[src/rtl/lut_sweep_pkg.sv]
// Shared types and helpers for the LUT-cascade exhaustive sweeper.
package lut_sweep_pkg;

  typedef enum logic [1:0] {
    IDLE   = 2'd0,
    DRIVE  = 2'd1,
    SAMPLE = 2'd2,
    DONE   = 2'd3
  } sweep_state_t;

  localparam int unsigned IN_W_DEF = 7;
  localparam int unsigned N        = 1 << IN_W_DEF;

  // Width of the settle counter; never narrower than one bit.
  function automatic int unsigned settle_w(input int unsigned settle);
    return (settle == 0) ? 1 : $clog2(settle + 1);
  endfunction

endpackage

[src/rtl/lut_sweep_ones_ctr.sv]
// Single-bit ones counter: clear has priority, increments when en and d are high.
module lut_sweep_ones_ctr #(
  parameter int unsigned CNT_W = 8
) (
  input  logic             clk,
  input  logic             rst,
  input  logic             clr,
  input  logic             en,
  input  logic             d,
  output logic [CNT_W-1:0] count
);

  always_ff @(posedge clk or posedge rst) begin
    if (rst) begin
      count <= '0;
    end else if (clr) begin
      count <= '0;
    end else if (en && d) begin
      count <= count + CNT_W'(1);
    end
  end

endmodule

[src/rtl/lut_cascade_sweeper.sv]
// Drives every input vector onto a combinational LUT cascade, counts ones per
// output bit after a settle interval, and compares the totals with EXP_ONES.
module lut_cascade_sweeper
  import lut_sweep_pkg::*;
#(
  parameter int unsigned IN_W   = 7,
  parameter int unsigned OUT_W  = 2,
  parameter int unsigned SETTLE = 1,
  parameter int unsigned CNT_W  = IN_W + 1,
  parameter logic [OUT_W*CNT_W-1:0] EXP_ONES = {8'd44, 8'd56}
) (
  input  logic                   clk,
  input  logic                   rst,
  input  logic                   start,
  output logic [IN_W-1:0]        dut_i,
  input  logic [OUT_W-1:0]       dut_o,
  output logic                   busy,
  output logic                   done,
  output logic                   pass,
  output logic [OUT_W*CNT_W-1:0] ones_cnt,
  output logic [IN_W-1:0]        vec_idx
);

  localparam int unsigned SW = settle_w(SETTLE);
  localparam logic [SW-1:0] SETTLE_LAST = SW'((SETTLE > 0) ? SETTLE - 1 : 0);
  localparam sweep_state_t FIRST_ST = (SETTLE == 0) ? SAMPLE : DRIVE;

  sweep_state_t  st;
  logic [SW-1:0] settle_cnt;
  logic          accept;
  logic          sample_en;

  assign accept    = start && (st == IDLE || st == DONE);
  assign sample_en = (st == SAMPLE);

  for (genvar k = 0; k < OUT_W; k++) begin : g_ctr
    lut_sweep_ones_ctr #(.CNT_W(CNT_W)) u_ctr (
      .clk   (clk),
      .rst   (rst),
      .clr   (accept),
      .en    (sample_en),
      .d     (dut_o[k]),
      .count (ones_cnt[k*CNT_W +: CNT_W])
    );
  end

  always_ff @(posedge clk or posedge rst) begin
    if (rst) begin
      st         <= IDLE;
      dut_i      <= '0;
      vec_idx    <= '0;
      settle_cnt <= '0;
      busy       <= 1'b0;
      done       <= 1'b0;
      pass       <= 1'b0;
    end else begin
      case (st)
        IDLE, DONE: begin
          // done/pass follow entry into DONE by one cycle so the compare
          // sees the counts after the final sample has landed.
          if (st == DONE) begin
            done <= 1'b1;
            pass <= (ones_cnt == EXP_ONES);
          end
          if (start) begin
            st         <= FIRST_ST;
            vec_idx    <= '0;
            dut_i      <= '0;
            settle_cnt <= '0;
            busy       <= 1'b1;
            done       <= 1'b0;
            pass       <= 1'b0;
          end
        end
        DRIVE: begin
          settle_cnt <= settle_cnt + SW'(1);
          if (settle_cnt == SETTLE_LAST) st <= SAMPLE;
        end
        SAMPLE: begin
          if (vec_idx == '1) begin
            st   <= DONE;
            busy <= 1'b0;
          end else begin
            vec_idx    <= vec_idx + IN_W'(1);
            dut_i      <= dut_i + IN_W'(1);
            settle_cnt <= '0;
            st         <= FIRST_ST;
          end
        end
        default: st <= IDLE;
      endcase
    end
  end

endmodule

[config.mk]
export PLATFORM = sky130hd
export DESIGN_NAME = lut_cascade_sweeper
export DESIGN_NICKNAME = d
export VERILOG_FILES = /design/src/rtl/lut_sweep_pkg.sv /design/src/rtl/lut_sweep_ones_ctr.sv /design/src/rtl/lut_cascade_sweeper.sv
export SDC_FILE = /design/constraint.sdc
export NUM_CORES = 1
export LEC_CHECK = 0
export CAP_MARGIN = 20
export CELL_PAD_IN_SITES_DETAIL_PLACEMENT = 0
export CELL_PAD_IN_SITES_GLOBAL_PLACEMENT = 1
export CORE_MARGIN = 3
export CORE_UTILIZATION = 27
export CTS_BUF_LIST = sky130_fd_sc_hd__clkbuf_8
export DETAILED_ROUTE_END_ITERATION = 10
export HOLD_SLACK_MARGIN = 0.06
export MAX_ROUTING_LAYER = met4
export PLACE_DENSITY_LB_ADDON = 0.1
export SLEW_MARGIN = 10
export SYNTH_ARGS = -nofsm -noshare
export SYNTH_HDL_FRONTEND = slang
export SYNTH_HIERARCHICAL = 1
export SYNTH_SLANG_ARGS = --single-unit
[constraint.sdc]
create_clock -name clk -period 2.2 [get_ports clk]
set_input_delay 0.44 -clock clk [delete_from_list [all_inputs] [get_ports clk]]
set_output_delay 0.44 -clock clk [all_outputs]
set_load 0.02 [all_outputs]
==> flow_summary.toml <==
[critical_path]
crit_chain = "inv_1 -> ha_1 -> nor2b_1 -> a311oi_4 -> a21oi_1 -> a21oi_1"
cp.required_ps = 2410
worstSetupPathType = "flip-flop to flip-flop"
crit_path_frequent_cell = "a21oi_1"
cp_data_arrival_time_ps = 2150
start_kind = "flip-flop"
slowest_stage = "a311oi_4"
endpoint_kind = "flip-flop"
worstPathMaxFanout = 9
critPathMaxStageDelay_ps = 490
r2r_slack_ps = 260

[grt]
grt_overflow = 0
grt_pass1_wl_um = 8420
grt_max_degree = 21
grt_antenna_before_repair = 0
grt_usage = 0.129
first_global_vias = 1662

[final_layout]
area_growth_pct = 30.6
drive_gt1_frac = 0.105
fin_cells = 344
nNetsFinal = 260
num_antenna_cells = 0

[synthesis]
synth_warnings = 6
syn_area_per_cell_um2 = 9.42
synth.distinct_cells = 43
ys_top_cells_by_area = "dfrtp_1, o21ai_0, a21oi_1, ha_1, nand2_1"
yosysTopAreaCell = "dfrtp_1"
ys_seq_area_frac = 0.469
synth_top_area_frac = 0.469
syn-num-nets = 216
synth_area_um2 = 1920
synth-seq-cells = 36
netlist_instances = 204

[floorplanning]
coreArea_um2 = 6830
ioPinCount = 38
dieWidth_um = 90.4
num_rows = 30
fp.dieH_um = 90.4
start_util = 0.281
die-area_um2 = 8170

[place]
dpl.hpwl_um = 3480
place_inst = 337
io_buffers = 37
globalplace.congestion = 0.745

[power_and_ir_drop]
power_density_nw_per_um2 = 822
p_leak_uw = 0.00103
ir_drop_uv = 279

[sta]
finalSetupViolations = 0
slew_headroom = 0.672
min_period_over_period = 0.882
slew_viol_final = 0
final.min_clock_period_ps = 1940
skew_ps = 3.50
fmax_mhz = 515
rsz0062_at_grt = "false"
finalHoldViolations = 0
fin_setup_tns_ps = 0
tightest_slew_ps = 492

[hold_path]
min_path_type = "input port to asynchronous set/reset pin"

[drt]
detail_route.vias_per_cell = 4.89
antenna_left = 0
drtPass1Iterations = 4
drc = 0
wl_um = 4850
via_count = 1681
drt_iter0_drc = 59
routedWlPerCell_um = 14.1

[clock_network]
cts_root_buf = "clkbuf_8"
cts_resized = 0
clkTransAtPathRegs_ps = 70
clock_path_buffers = 2
h-tree-depth = 2
insertion_delay_ps = 280
post-cts-setup-buffers = 0
cts_sinks = 36
cts_made_buffers = 5
postCtsHoldBufs = 0
cts_tree = "built"

[run]
maxCapViolCount = 0

[run_status]
status = "complete, no violations"
per-stage QoR:
stage               instance area, µm²  setup slack (ps)  hold slack [ps]  total power [µW]   util
floorplan                         1920               416              256              1340      -
global placement                  2430               205              484              1650  0.356
detailed placement                2430               193              489              1650  0.356
CTS                               2510               244              475              2110  0.367
global route                      2510              88.7              516              2240  0.367
finish                            2510               260              467              2060  0.367
cell usage in the layout, fill, tap and decap left out, types with 3 or more instances in the layout:
cell type,synthesis,layout
or3_1,4,4
o21ai_0,21,21
a31oi_1,4,4
nor2_1,11,11
clkdlybuf4s50_1,0,37
clkbuf_8,0,5
dfrtp_1,36,36
o31ai_1,4,4
ha_1,7,7
a21oi_1,20,20
or4_1,4,4
nand4_1,10,10
nand2_1,18,18
nand3_1,11,11
inv_1,11,12
buf_4,0,8
mux2i_1,3,3
cell families (layout without fill, tap and decap cells):
kind of cell / after synthesis / in the layout / synth area share
compound gates: 62 / 62 / 0.198
xor+xnor: 4 / 4 / 0.0182
fa+ha+maj: 7 / 7 / 0.0456
buf+inv: 19 / 63 / 0.0423
flops: 36 / 36 / 0.469
mux: 4 / 4 / 0.0215
simple gates: 72 / 72 / 0.206
synthesized netlist by cell type (all sizes together):
master	count
a32oi	1
o41ai	1
o21ai	23
nor3	1
inv	11
xnor2	2
mux2	1
nor4bb	1
xor2	2
nor4b	1
buf	6
dfrtp	36
o31ai	4
a41o	1
a311oi	1
nor2b	2
or3	6
o21ba	1
o22ai	2
a21oi	20
nand2	19
a21o	2
nand3	11
and3	2
a31oi	4
nand4	12
o21a	1
mux2i	3
or4	4
nand2b	1
and4	1
clkbuf	2
a22o	1
ha	7
nor2	11
worst max-delay path, delay by kind of cell, from the launching register on:
family	cells	cell delay [ps]
buffers and inverters	1	60
and+or+nand+nor	1	220
AOI/OAI and AO/OA	3	780
DFF	1	400
adders and majority gates	1	420
sequential cells by signal, summed over array words and instances, names as in the netlist:
register / count
dut_i: 7
g_ctr.u_ctr/count: 16
busy: 1
vec_idx: 7
done: 1
settle_cnt: 1
st: 2
pass: 1
final cells by class:
| type | instances | area [µm²] |
|---|---|---|
| multi-input cells | 149 | 940 |
| inverters | 11 | 41.3 |
| clock inverters | 2 | 8.76 |
| flip-flops and latches | 36 | 901 |
| well taps | 96 | 120 |
| clock buffers | 5 | 68.8 |
| fillers | 730 | 4320 |
| repair buffers | 45 | 430 |
worst paths after layout:
check,start,to,depth (start not counted)
worst min-delay path,rst,g_ctr[0].u_ctr/count[7],2
min in group clk,dut_i[5],dut_i[5],1
worst max-delay path,st[0],vec_idx[3],6
worst max register to register,st[0],vec_idx[3],6
worst min register to register,dut_i[5],dut_i[5],1
max in group asynchronous,rst,st[0],3
power by group:
group | leakage (µW) | switching (µW) | internal, µW
logic | 0.000496 | 461 | 328
clock network | 0.0000452 | 231 | 211
registers | 0.000489 | 91.9 | 740
total | 0.00103 | 784 | 1280
metal layers:
metal | up-vias | routed length [µm] | global-route usage | part of all wire
met1 | 808 | 2410 | 0.171 | 0.50
met3 | 5 | 172 | 0.0283 | 0.035
met5 | - | 0 | - | 0
met4 | 0 | 42 | 0.0383 | 0.0087
met2 | 25 | 2230 | 0.199 | 0.46
li1 | 843 | - | - | -
No activity file was read; power rests on OpenSTA's default activity.
